**src/rtl/fir_pkg.sv**
```systemverilog
// Shared FIR datapath types: accumulator FSM states and the shift/saturate helper
// used by every stage that narrows a wide sum to an output sample.
package fir_pkg;

    localparam int WIDTH_DATA_DEF = 8;
    localparam int WIDTH_COEF_DEF = 8;
    localparam int SAT_W          = 64;

    typedef enum logic {IDLE, ACC} state_t;

    typedef struct packed {
        logic                    ovf;
        logic signed [SAT_W-1:0] data;
    } sat_t;

    // Arithmetic shift right, then clamp to a signed 'width'-bit range.
    function automatic sat_t sat_shift(input logic signed [SAT_W-1:0] value,
                                       input int shift, input int width);
        logic signed [SAT_W-1:0] y;
        logic signed [SAT_W-1:0] mx;
        sat_t r;
        y     = value >>> shift;
        mx    = (SAT_W'(1) <<< (width - 1)) - SAT_W'(1);
        r.ovf = 1'b1;
        if (y > mx)       r.data = mx;
        else if (y < ~mx) r.data = ~mx;
        else begin
            r.data = y;
            r.ovf  = 1'b0;
        end
        return r;
    endfunction

endpackage

```
**src/rtl/mac_acc_if.sv**
```systemverilog
// Beat/result bundle between the tap sequencer, the MAC engine and the output register.
interface mac_acc_if
    import fir_pkg::*;
#(
    parameter int WIDTH_DATA    = WIDTH_DATA_DEF,
    parameter int WIDTH_COEF    = WIDTH_COEF_DEF,
    parameter int WIDTH_MAC_OUT = 8
);
    logic                            in_valid;
    logic                            in_first;
    logic signed [WIDTH_DATA-1:0]    a;
    logic signed [WIDTH_COEF-1:0]    b;
    logic signed [WIDTH_MAC_OUT-1:0] dataout;
    logic                            out_valid;
    logic                            out_ovf;
    logic                            busy;

    modport master (output in_valid, in_first, a, b,
                    input  dataout, out_valid, out_ovf, busy);
    modport slave  (input  in_valid, in_first, a, b,
                    output dataout, out_valid, out_ovf, busy);
endinterface

```
**src/rtl/mac_sat.sv**
```systemverilog
// Combinational shift/round/saturate of a wide signed sum to WIDTH_OUT bits.
// MAC_ROUND_EN: round half up before the shift; otherwise truncate (floor).
module mac_sat
    import fir_pkg::*;
#(
    parameter int WIDTH_IN  = 20,
    parameter int WIDTH_OUT = 8,
    parameter int SHIFT     = 7
) (
    input  logic signed [WIDTH_IN-1:0]  s,
    output logic signed [WIDTH_OUT-1:0] y,
    output logic                        ovf
);
    // One guard bit so the rounding add can never wrap.
    logic signed [WIDTH_IN:0] s_ext;
    sat_t r;

`ifdef MAC_ROUND_EN
    localparam logic signed [WIDTH_IN:0] HALF =
        (SHIFT > 0) ? ((WIDTH_IN + 1)'(1) <<< ((SHIFT > 0) ? SHIFT - 1 : 0)) : '0;
    assign s_ext = (WIDTH_IN + 1)'(s) + HALF;
`else
    assign s_ext = (WIDTH_IN + 1)'(s);
`endif

    always_comb begin
        r   = sat_shift(SAT_W'(s_ext), SHIFT, WIDTH_OUT);
        y   = WIDTH_OUT'(r.data);
        ovf = r.ovf;
    end

endmodule

```
**src/rtl/mac_acc.sv**
```systemverilog
// Pipelined signed MAC: product register, N_TAPS accumulate FSM, then a registered
// shift/saturate output stage. Rounding mode follows MAC_ROUND_EN (see mac_sat).
module mac_acc
    import fir_pkg::*;
#(
    parameter int WIDTH_DATA    = WIDTH_DATA_DEF,
    parameter int WIDTH_COEF    = WIDTH_COEF_DEF,
    parameter int N_TAPS        = 16,
    parameter int WIDTH_ACC     = WIDTH_DATA + WIDTH_COEF + $clog2(N_TAPS),
    parameter int WIDTH_MAC_OUT = 8,
    parameter int SHIFT_OUT     = 7
) (
    input  logic    clk,
    input  logic    reset,
    mac_acc_if.slave bus
);
    localparam int CNT_W = $clog2(N_TAPS + 1);

    logic signed [WIDTH_ACC-1:0]     p_r;
    logic                            v_r;
    logic                            f_r;
    logic signed [WIDTH_ACC-1:0]     acc;
    logic [CNT_W-1:0]                tap_cnt;
    state_t                          state;
    logic signed [WIDTH_ACC-1:0]     fin_s;
    logic                            fin_v;
    logic signed [WIDTH_MAC_OUT-1:0] sat_y;
    logic                            sat_ovf;
    logic signed [WIDTH_MAC_OUT-1:0] dataout_r;
    logic                            out_valid_r;
    logic                            out_ovf_r;

    // Stage 1: operands widened first so the product is exact in WIDTH_ACC.
    always_ff @(posedge clk) begin
        if (!reset) begin
            p_r <= '0;
            v_r <= 1'b0;
            f_r <= 1'b0;
        end else begin
            p_r <= WIDTH_ACC'($signed(bus.a)) * WIDTH_ACC'($signed(bus.b));
            v_r <= bus.in_valid;
            f_r <= bus.in_valid & bus.in_first;
        end
    end

    mac_sat #(
        .WIDTH_IN  (WIDTH_ACC),
        .WIDTH_OUT (WIDTH_MAC_OUT),
        .SHIFT     (SHIFT_OUT)
    ) u_sat (
        .s   (fin_s),
        .y   (sat_y),
        .ovf (sat_ovf)
    );

    // Stage 2 (accumulate FSM) and the output register stage.
    always_ff @(posedge clk) begin
        if (!reset) begin
            state       <= IDLE;
            acc         <= '0;
            tap_cnt     <= '0;
            fin_s       <= '0;
            fin_v       <= 1'b0;
            dataout_r   <= '0;
            out_valid_r <= 1'b0;
            out_ovf_r   <= 1'b0;
        end else begin
            fin_v       <= 1'b0;
            out_valid_r <= fin_v;
            if (fin_v) begin
                dataout_r <= sat_y;
                out_ovf_r <= sat_ovf;
            end
            if (v_r) begin
                unique case (state)
                    IDLE: begin
                        acc     <= p_r;
                        tap_cnt <= CNT_W'(1);
                        state   <= ACC;
                    end
                    ACC: begin
                        // in_first wins over completion: restart, never emit.
                        if (f_r) begin
                            acc     <= p_r;
                            tap_cnt <= CNT_W'(1);
                        end else if (tap_cnt == CNT_W'(N_TAPS - 1)) begin
                            fin_s   <= acc + p_r;
                            fin_v   <= 1'b1;
                            acc     <= '0;
                            tap_cnt <= '0;
                            state   <= IDLE;
                        end else begin
                            acc     <= acc + p_r;
                            tap_cnt <= tap_cnt + CNT_W'(1);
                        end
                    end
                    default: state <= IDLE;
                endcase
            end
        end
    end

    assign bus.dataout   = dataout_r;
    assign bus.out_valid = out_valid_r;
    assign bus.out_ovf   = out_ovf_r;
    assign bus.busy      = (state == ACC);

endmodule

```
**src/flat_wrapper.sv**
```systemverilog
// flat-port wrapper written by rule: the top's interface ports become plain ports
module mac_acc_flat import fir_pkg::*;
#(
    parameter int WIDTH_DATA    = WIDTH_DATA_DEF,
    parameter int WIDTH_COEF    = WIDTH_COEF_DEF,
    parameter int N_TAPS        = 16,
    parameter int WIDTH_ACC     = WIDTH_DATA + WIDTH_COEF + $clog2(N_TAPS),
    parameter int WIDTH_MAC_OUT = 8,
    parameter int SHIFT_OUT     = 7
)
  (clk, reset, bus_in_valid, bus_in_first, bus_a, bus_b, bus_dataout, bus_out_valid, bus_out_ovf, bus_busy);
  mac_acc_if #(.WIDTH_DATA(WIDTH_DATA), .WIDTH_COEF(WIDTH_COEF), .WIDTH_MAC_OUT(WIDTH_MAC_OUT)) bus_i ();
  input  logic clk;
  input  logic reset;
  input wire logic [$bits(bus_i.in_valid)-1:0] bus_in_valid;
  input wire logic [$bits(bus_i.in_first)-1:0] bus_in_first;
  input wire logic [$bits(bus_i.a)-1:0] bus_a;
  input wire logic [$bits(bus_i.b)-1:0] bus_b;
  output wire logic [$bits(bus_i.dataout)-1:0] bus_dataout;
  output wire logic [$bits(bus_i.out_valid)-1:0] bus_out_valid;
  output wire logic [$bits(bus_i.out_ovf)-1:0] bus_out_ovf;
  output wire logic [$bits(bus_i.busy)-1:0] bus_busy;
  assign bus_i.in_valid = bus_in_valid;
  assign bus_i.in_first = bus_in_first;
  assign bus_i.a = bus_a;
  assign bus_i.b = bus_b;
  assign bus_dataout = bus_i.dataout;
  assign bus_out_valid = bus_i.out_valid;
  assign bus_out_ovf = bus_i.out_ovf;
  assign bus_busy = bus_i.busy;
  mac_acc #(.WIDTH_DATA(WIDTH_DATA), .WIDTH_COEF(WIDTH_COEF), .N_TAPS(N_TAPS), .WIDTH_ACC(WIDTH_ACC), .WIDTH_MAC_OUT(WIDTH_MAC_OUT), .SHIFT_OUT(SHIFT_OUT)) u_core (.clk(clk), .reset(reset), .bus(bus_i));
endmodule
```
**config.mk**
```make
export PLATFORM = sky130hd
export DESIGN_NAME = mac_acc_flat
export DESIGN_NICKNAME = d
export VERILOG_FILES = /design/src/rtl/fir_pkg.sv /design/src/rtl/mac_acc_if.sv /design/src/rtl/mac_sat.sv /design/src/rtl/mac_acc.sv /design/src/flat_wrapper.sv
export SDC_FILE = /design/constraint.sdc
export NUM_CORES = 1
export LEC_CHECK = 0
export BUFFER_PORTS_ARGS = -buffer_cell sky130_fd_sc_hd__clkbuf_2
export CAP_MARGIN = 0
export CORE_MARGIN = 2
export CORE_UTILIZATION = 55
export CTS_CLUSTER_DIAMETER = 50
export DETAILED_ROUTE_END_ITERATION = 12
export PLACE_DENSITY = 0.77
export REMOVE_ABC_BUFFERS = 1
export SYNTH_ARGS = -nofsm -noshare
export SYNTH_HDL_FRONTEND = slang
export SYNTH_SLANG_ARGS = --single-unit
```
**constraint.sdc**
```tcl
create_clock -name clk -period 13.8 [get_ports clk]
set_clock_uncertainty 0.15 [all_clocks]
set_input_delay 1.38 -clock clk [delete_from_list [all_inputs] [get_ports clk]]
set_output_delay 1.38 -clock clk [all_outputs]
set_load 0.01 [all_outputs]
```
## After elaboration in Yosys (flattened, before gate mapping)

Index checks and enable logic that the tools add are counted.

- Flip-flop bits (word level): 79
- Input bits: 20
- Output and inout port bits: 11

- Add/sub/neg operators: 2
- Eq/ne operators: 1
- Multiply operators: 1
- $lt $le $gt $ge: 2
- Reduce and logical (&&, ||, !) cells: 2
- Mux-type cells: 14
- Bitwise logic cells: 5

Operators with widths:

| operator | count |
|---|---|
| $mux W20 | 2 |
| $pmux W20 S2 | 1 |
| $add A20 B20 Y20 | 1 |
| $mul A8 B8 Y16 | 1 |
| $mux W8 | 2 |
| $gt A13 B8 Y1 const B | 1 |
| $lt A13 B8 Y1 const B | 1 |
| $mux W5 | 2 |
| $pmux W5 S2 | 1 |
| $add A5 B1 Y5 const B | 1 |
| $eq A5 B4 Y1 const B | 1 |
| $mux W1 | 5 |
| $not A1 Y1 | 4 |
| $reduce_and A4 Y1 | 1 |
| $reduce_or A4 Y1 | 1 |
| $pmux W1 S2 | 1 |
| $and A1 B1 Y1 | 1 |

## Logic depth before layout (Yosys ltp)

Gate-level depths: netlist (run 1).

- Depth in word-level cells: 4
- Gate-level depth with buffers: 18
- Mapped depth without buffers: 18

## By module

A second synthesis (run 1) with hierarchy kept.

- Cells, all modules: 748
- Area total of the unflattened synthesis: 6,339.8 µm²

By module, submodules not included:

| module | times used | area each (µm²) | cells each |
|---|---|---|---|
| mac_acc | 1 | 6,232.2 | 731 |
| mac_sat | 1 | 107.6 | 17 |

## Least setup slack after synthesis (run 1)

OpenSTA, ideal clock, no wires.

- Path type: input -> register
- Start point: input bus_a[7]
- End point: register u_core.p_r[18]
- Stages on the path: 15
- Path buffers: 0
- Path slack: 8.332 ns
- Setup time: 0.070 ns
- Required time: 13.580 ns
- Arrival: 5.247 ns
- Path through: and2_1 fa_1 inv_1 fa_1 inv_1 fa_1 inv_1 fa_1 inv_1 ha_1 a21o_1 a21oi_1 a31oi_1 or3_1 a21oi_1

- Cells in the longest elaborated chain, start to end: 1

RTL lines:

| element | RTL line | text |
|---|---|---|
| from (decl) | flat_wrapper.sv:17 | `input wire logic [$bits(bus_i.a)-1:0] bus_a;` |
| $mul A8 B8 Y16 | mac_acc.sv:40 | `p_r <= WIDTH_ACC'($signed(bus.a)) * WIDTH_ACC'($signed(bus.b));` |
| to (signal assigned) | mac_acc.sv:40 |  |
| to (decl) | mac_acc.sv:19 | `logic signed [WIDTH_ACC-1:0] p_r;` |

Every way passes these cells.
A chain may end at the register's enable or synchronous reset.

## Worst setup path in the final report (run 1)

- Start point: input bus_b[3]
- End point: register u_core.p_r[18]

- Cells in the longest elaborated chain, start to end: 1

RTL lines:

| element | RTL line | text |
|---|---|---|
| from (decl) | flat_wrapper.sv:18 | `input wire logic [$bits(bus_i.b)-1:0] bus_b;` |
| $mul A8 B8 Y16 | mac_acc.sv:40 |  |

Every way passes these cells.

==> results of run 1 <==
-- worst max-delay path, stage by stage --
cell and delay, ns:
clkbuf_2 0.14, and2_1 0.21, fa_1 0.64, inv_1 0.15, fa_1 0.56, inv_1 0.06
fa_1 0.54, inv_1 0.06, fa_1 0.53, inv_1 0.04, ha_1 0.35, a21o_1 0.19
a21oi_1 0.18, a31oi_1 0.12, or3_1 0.35, a21oi_1 0.14
-- final cells by class --
type	count	area, um2	share of cell area (%)
Multi-Input combinational cell	493	4173	64.54
Tap cell	140	175.2	2.710
Sequential cell	68	1361	21.06
Timing Repair Buffer	33	172.7	2.671
Inverter	92	345.3	5.342
Clock buffer	9	123.9	1.916
Clock inverter	6	113.9	1.761
-- state kept, by name (all words and copies together), names as in the netlist --
name                  count
u_core.fin_s             13
u_core.fin_v              1
u_core.v_r                1
u_core.bus.out_valid      1
u_core.f_r                1
u_core.bus.dataout        8
u_core.acc               20
u_core.p_r               16
u_core.bus.busy           1
u_core.bus.out_ovf        1
u_core.tap_cnt            5
-- power breakdown --
group / switching (mW) / total (mW) / internal [mW] / leakage [nW]
Combinational: 0.308 / 0.545 / 0.237 / 2.22
Sequential: 0.0148 / 0.235 / 0.220 / 0.557
Clock: 0.0753 / 0.195 / 0.119 / 0.112
-- per-stage QoR --
step	hold WS (ns)	cells
after floorplan	0.2755	653
after global placement	0.2900	826
after detailed placement	0.2931	826
after CTS	0.3034	841
after global routing	0.3370	841
final	0.3012	841
-- per-layer routing --
layer	up-vias	track usage, %
met3	16	1.989
met2	76	40.66
met1	2198	28.02
met5	-	0
li1	2294	-
met4	0	9.066
-- synthesized netlist by cell type, drive strengths merged, types with 10 or more instances --
library cell,number,area [um2]
ha,49,613.1
o21ai,46,237.7
clkbuf,16,60.06
nand3,10,50.05
a21o,11,90.08
xor2,12,105.1
xnor2,20,175.2
nand2b,11,68.82
nor2,33,126.4
a21oi,41,227.7
dfxtp,68,1361
inv,91,341.6
nand2,45,168.9
and2,54,337.8
nor3,14,75.07
fa,56,1121
-- path summary, 6_finish.rpt --
check	start	endpoint	slack [ns]	cells after the start
worst min-delay path	u_core.fin_s[9]	u_core.fin_s[9]	0.30	2
worst max-delay path	bus_b[3]	u_core.p_r[18]	8.30	16
worst max register to register	u_core.acc[0]	u_core.acc[8]	11.26	10
worst min register to register	u_core.fin_s[9]	u_core.fin_s[9]	0.30	2
-- kinds of logic after synthesis --
family,after synthesis
flops,68
mux,5
fa+ha+maj,105
compound gates,160
buf+inv,112
xor+xnor,32
simple gates,191
==> results.toml, run 1 <==
[status]
status = "finished clean"

[grt]
grt_pass1_vias = 4710
grt_pass1_wl_mm = 21.13
grt.total_usage_pct = 22.64
grt_max_degree = 46
gr-total-overflow = 0
antenna_found_initial = 0

[synth]
postSynthCellCount = 673
synth_async_sr_flop_share_pct = 0
synth-main-ff-cell = "dfxtp_1"
ys_types = 67
synth_mux_area_share_pct = 0.8610
synth-compound-area-share_pct = 18.65
synth_edf_count = 0
ys_ff_latch = 68
yosys.area_share.xor_xnor_pct = 4.704
synthesis.area_mm2 = 0.005958
synth-simple-area-share_pct = 16.72
syn_area_per_cell_um2 = 8.853
ys_seq_area_share_pct = 22.85
synth_fa_ha_area_share_pct = 29.11
yosys_warnings = 0
synth_top_family_by_area = "adder cells"

[placement]
dpl_cell_area_mm2 = 0.006227
dpl_worst_slack_ns = 7.922
gp_congestion = 0.8862
hpwl_mm = 9.544
port_buffers = 30

[floorplanning]
start_util_pct = 55.70
die_x_um = 108.1
die-height_um = 108.1
core-area_mm2 = 0.01070
dieArea_mm2 = 0.01168
rows = 38
ioPinCount = 31

[cts]
clock-sinks = 68
clk_latency_ns = 0.35
postCtsSetupBuffers = 0
clk_path_buf_depth = 2
cts_resized = 0
cts_tree = "built"
cts-root-buf = "clkbuf_8"
htree_levels = 3
path_clk_slew_ns = 0.07
numCtsBuffers = 9
hold_buffers = 0

[drt]
wire_per_inst_um = 14.30
detail-route-antenna-nets = 0
drcViolationCount = 0
viasPerCell = 5.451
met1_length_mm = 5.395
wirelength_mm = 12.02
vias = 4584
wl_met3_um = 321
top_layer_used = "met4"
firstDrtPassIters = 6
wl_met2_mm = 6.093
drt_iter0_drc = 357

[run]
drv_cap = 0

[critical_path]
cp.required_ns = 13.93
worstSetupPathType = "in -> reg"
endpoint_kind = "flip-flop"
cp_max_fo = 8
startpoint_type = "input port"
cp_data_arrival_time_ns = 5.63

[power_and_ir_drop]
ir_drop_mv = 0.1157
total_power_mw = 0.9743
p_leak_nw = 2.891
p_per_area_mw_per_mm2 = 150.7

[layout]
utilization_pct = 60.43
layout_common_cells = "91 x inv_1, 68 x dfxtp_1, 56 x fa_1, 54 x and2_1, 49 x ha_1"
final_layout_size_suffix_gt1_share_pct = 10.70
syn_to_final_growth_pct = 8.505
final_common_cell = "inv_1"
nets = 822
fillers = 923
design_area_mm2 = 0.006465
diodes = 0

[sta]
period_needed_ns = 5.498
fin_crit_sh_pct = 39.84
fmax_mhz = 181.9
tightest_slew_ns = 0.9399
tns_ns = 0
finalWorstSetupSlack_ns = 8.302
rsz0062_at_grt = "false"
slew_violations = 0
setup_viol = 0
hold_viol = 0
maxSlewHeadroom_pct = 37.11

[min_path]
hp-class = "reg -> reg"
(Power assumes the default switching activity.)
==> run 2: changes to the inputs <==
Settings changed: PLACE_DENSITY 0.77 to 0.8.
Clock period 13.8 ns to 4.9 ns, I/O delays scaled along.
==> run 2 against run 1 <==
Effect of this change: hold slack worse by 0.098 ns; sequential share of layout area grew 0.070 points; largest cell class unchanged; highest routed layer unchanged; largest power group unchanged; clock-buffer cell count unchanged; first-iteration DRC count decreased by 45%.
==> results.toml, run 2 (same netlist as run 1, synthesis figures left out) <==
[status]
status = "finished clean"

[drt]
firstDrtPassIters = 5
wire_per_inst_um = 14.66
viasPerCell = 5.609
detail-route-antenna-nets = 0
drcViolationCount = 0
wirelength_mm = 12.33
vias = 4717
drt_iter0_drc = 196

[placement]
dpl_worst_slack_ns = -0.08052
hpwl_mm = 9.769
gp_congestion = 0.8867
dpl_cell_area_mm2 = 0.006220
port_buffers = 30
placed_cells = 825

[critical_path]
worstSetupPathType = "in -> reg"
cp_slowest_stage_delay_ns = 0.59
crit_chain = "clkbuf_2 -> and2_1 -> fa_1 -> inv_1 -> fa_1 -> inv_1 -> fa_1 -> inv_1 -> fa_1 -> inv_1 -> ha_1 -> nand3_1 -> nor2_1 -> a21oi_1 -> a31oi_1 -> or3_1 -> a21oi_1"
cp.required_ns = 5.01
slowest_stage = "fa_1"
cp_data_arrival_time_ns = 4.75
startpoint_type = "input port"
endpoint_kind = "flip-flop"
cp_max_fo = 8

[grt]
grt_pass1_vias = 4964
grt_max_degree = 46
grt_pass1_wl_mm = 22.12
gr-total-overflow = 0
grt.total_usage_pct = 23.61
antenna_found_initial = 0

[cts]
hold_buffers = 0
cts_resized = 0
postCtsSetupBuffers = 0
clk_path_buf_depth = 2
cts-root-buf = "clkbuf_8"
clk_latency_ns = 0.35
clock-sinks = 68
cts_tree = "built"
path_clk_slew_ns = 0.08
numCtsBuffers = 9
htree_levels = 3

[layout]
regMostFlops = "u_core.acc"
final_layout_size_suffix_gt1_share_pct = 10.70
design_area_mm2 = 0.006444
fillers = 910
instances_no_fill = 841
nets = 821
reg_top3 = "u_core.acc x20, u_core.p_r x16, u_core.fin_s x13"
layout_common_cells = "91 x inv_1, 68 x dfxtp_1, 56 x fa_1, 54 x and2_1, 49 x ha_1"
diodes = 0
largest_reg_flops = 20
final_common_cell = "inv_1"
syn_to_final_growth_pct = 8.148

[sta]
maxSlewHeadroom_pct = 26.92
finalWorstSetupSlack_ns = 0.2670
setup_viol = 0
hold_viol = 0
period_needed_ns = 4.633
rsz0062_at_grt = "false"
tightest_slew_ns = 1.089
slew_violations = 0
fmax_mhz = 215.8
fin_crit_sh_pct = 94.55

[floorplanning]
dieArea_mm2 = 0.01168
die_x_um = 108.1
core-area_mm2 = 0.01070
ioPinCount = 31
rows = 38
start_util_pct = 55.70
die-height_um = 108.1

[power_and_ir_drop]
p_leak_nw = 2.877
p_per_area_mw_per_mm2 = 424.7
ir_drop_mv = 0.3084

[min_path]
hp-class = "in -> reg"

[run]
drv_cap = 0
## run 2: routing by layer
layer,vias to the layer above,GRT usage [%],part of all wire [%]
li1,2305,-,-
met1,2266,26.98,42
met2,113,43.04,52
met3,33,3.978,3.4
met4,0,10.62,3.2
met5,-,0,0
## run 2: cell type report
cell class / instances / area (um2) / share of cell area (%)
clock inverter: 7 / 100.1 / 1.553
inverter: 92 / 345.3 / 5.359
clock buffer: 9 / 123.9 / 1.922
tap: 140 / 175.2 / 2.718
multi-input combinational: 493 / 4173 / 64.76
timing repair buffer: 32 / 165.2 / 2.563
sequential: 68 / 1361 / 21.13
## run 2: power breakdown
part,internal (mW),switching [mW]
combinational,0.669,0.898
sequential,0.619,0.0401
clock,0.288,0.221
## run 2: worst max-delay path, delay by kind of cell
kind	cells	cell delay, ns
AND/OR/NAND/NOR	4	0.78
adder cells (fa/ha/maj)	5	2.54
buffers and inverters	5	0.42
AO/OA/AOI/OAI	3	0.51
## run 2: final timing paths
path                endpoint  cells after the start  slack (ns)             from
max           u_core.p_r[18]                     17        0.27         bus_a[7]
min               u_core.v_r                      2        0.20     bus_in_valid
max reg2reg   u_core.acc[14]                     10        2.31    u_core.acc[0]
min reg2reg  u_core.fin_s[9]                      2        0.31  u_core.fin_s[9]
## run 2: stage by stage
stage	power [mW]	hold slack, ns	util (%)	setup TNS (ns)
4_1_cts	2.746	0.1780	60.23	0
2_1_floorplan	1.905	0.2755	-	0
5_1_grt	2.988	0.1891	60.23	0
3_5_place_dp	2.224	0.2981	58.14	-0.1015
3_3_place_gp	2.131	0.2906	58.14	0
6_report	2.736	0.2030	60.23	0
==> run 3: changes to the inputs <==
==> constraint.sdc (replaced) <==
create_clock -name clk -period 4.9 [get_ports clk]
set_clock_uncertainty 0.15 [all_clocks]
set_input_delay 0.98 -clock clk [delete_from_list [all_inputs] [get_ports clk]]
set_output_delay 0.98 -clock clk [all_outputs]
set_load 0.01 [all_outputs]
==> run 3 against run 2 <==
Effect of this change: register-to-register slack got worse by 0.04 ns; hold slack improved by 0.10 ns; cell count increased by 4.6%; flip-flop and latch count unchanged; final area increased by 5.4%; critical endpoint unchanged; largest cell class unchanged; largest power group unchanged.
==> results.toml, run 3 (same netlist as run 1, synthesis figures left out) <==
[critical_path]
cp_slowest_stage_delay_ns = 0.58
worst-path-buf-inv = 4
cp_max_fo = 6
worstSetupPathType = "in -> reg"
timing.rr.end = "u_core.acc[14]"
path_delay_family = "adder cells"
crit_chain = "clkbuf_2 -> and2_4 -> fa_1 -> inv_1 -> buf_4 -> fa_1 -> fa_1 -> fa_1 -> inv_1 -> ha_1 -> nand3_1 -> nor2_1 -> a21oi_2 -> a31oi_1 -> or3_1 -> a21oi_1"
endpoint_kind = "flip-flop"
slowest_stage = "fa_1"
critPathMostFrequentCell = "fa_1"
startpoint_type = "input port"
cp_data_arrival_time_ns = 4.94
cp.required_ns = 5.05
r2r_setup_slack_ns = 2.27
r2r_cells = 10
reg2reg_from = "u_core.p_r[0]"

[sta]
finalWorstSetupSlack_ns = 0.1082
setup_viol = 0
fin_crit_sh_pct = 97.79
fmax_mhz = 208.7
maxSlewHeadroom_pct = 38.68
slew_violations = 0
hold_ws_ns = 0.3049
tns_ns = 0
hold_viol = 0
period_needed_ns = 4.792
tightest_slew_ns = 0.9164

[placement]
dpl_cell_area_mm2 = 0.006505
port_buffers = 30
hpwl_mm = 10.13
gp_congestion = 0.9544
dpl_worst_slack_ns = -0.4010

[drt]
viasPerCell = 5.503
drcViolationCount = 0
wire_per_inst_um = 14.55
vias = 4843
drt_iter0_drc = 310
firstDrtPassIters = 4
wirelength_mm = 12.80
detail-route-antenna-nets = 0

[status]
status = "finished clean"

[layout]
regMostFlops = "u_core.acc"
layout_common_cells = "91 x inv_1, 68 x dfxtp_1, 54 x fa_1, 52 x and2_1, 47 x ha_1"
nets = 860
reg_top3 = "u_core.acc x20, u_core.p_r x16, u_core.fin_s x13"
design_area_mm2 = 0.006792
largest_reg_flops = 20
diodes = 0
final_common_cell = "inv_1"
syn_to_final_growth_pct = 13.99
final_layout_size_suffix_gt1_share_pct = 16.76

[grt]
gr-total-overflow = 0
grt.total_usage_pct = 23.73
grt_max_degree = 46
antenna_found_initial = 0
grt_pass1_vias = 4999
grt_pass1_wl_mm = 22.03

[cts]
clock-sinks = 68
path_clk_slew_ns = 0.08
cts-root-buf = "clkbuf_8"
clk_latency_ns = 0.37
numCtsBuffers = 9
clk_path_buf_depth = 2
cts_tree = "built"
htree_levels = 3
hold_buffers = 0

[run]
drv_cap = 0

[floorplanning]
die_x_um = 108.1
dieArea_mm2 = 0.01168
start_util_pct = 55.70
rows = 38
ioPinCount = 31
die-height_um = 108.1
core-area_mm2 = 0.01070

[power_and_ir_drop]
p_per_area_mw_per_mm2 = 440.7
ir_drop_mv = 0.2797
p_leak_nw = 3.086

[min_path]
min_to = "u_core.fin_s[9]"
hp-class = "reg -> reg"
hold_path.startpoint = "u_core.fin_s[9]"
whs_path_depth = 2
==> run 3: cell count changes in the layout (fill, tap and decap cells not counted), sizes merged <==
cell      delta
clkinvlp     -3
buf         +39
clkinv       +3
==> run 3: how the worst max path moves through the flow <==
stage,start,endpoint,slack [ns],cells after the start
after CTS,bus_b[3],u_core.p_r[18],0.001,16
after global routing,bus_b[2],u_core.p_r[18],-0.04,17
after detailed placement,bus_b[3],u_core.p_r[18],-0.40,17
final,bus_b[3],u_core.p_r[18],0.11,16
after floorplan,bus_a[7],u_core.p_r[18],-0.17,15
after global placement,bus_b[3],u_core.p_r[18],-0.24,17
==> run 3: per-layer routing <==
metal / up-vias / global-route usage (%) / wire, um
met5: - / 0 / 0
met4: 0 / 10.62 / 276
met3: 22 / 3.255 / 396
met2: 111 / 43.31 / 6723
met1: 2325 / 27.56 / 5407
li1: 2385 / - / -
==> run 3: repair_timing <==
| action | in CTS | in global routing |
|---|---|---|
| pin swaps | 1 | 4 |
| setup endpoints to repair | 1 | 4 |
| gates resized for setup | 1 | 9 |
| setup buffers | 0 | 1 |
==> run 3: power by group <==
part	internal (mW)	switching (mW)	total (mW)	leakage, nW
combinational	0.863	0.949	1.81	2.42
sequential	0.619	0.0419	0.661	0.557
clock	0.290	0.230	0.520	0.114
total	1.77	1.22	2.99	3.09
==> run 3: cell type report <==
type,count,area [um2]
Clock inverter,7,100.1
Fill cell,883,3906
Clock buffer,9,123.9
Multi-Input combinational cell,493,4228
Inverter,92,345.3
Timing Repair Buffer,71,457.9
Tap cell,140,175.2
Sequential cell,68,1361
==> run 3: stage by stage <==
step	power, mW	utilization (%)	cells
detailed placement	2.400	60.81	863
CTS	2.932	62.94	879
floorplan	1.905	-	653
finish	2.993	63.49	880
global route	3.271	63.49	880
global placement	2.317	60.81	863
==> run 3: worst register-to-register path: stages, from the launching register on <==
cell and delay (ns):
dfxtp_1 0.34, ha_1 0.20, inv_1 0.07, fa_1 0.41, nor2b_1 0.20, o21bai_2 0.10
a21o_4 0.23, o21ai_2 0.22, xor2_1 0.28, nand2_1 0.12, a31oi_1 0.24
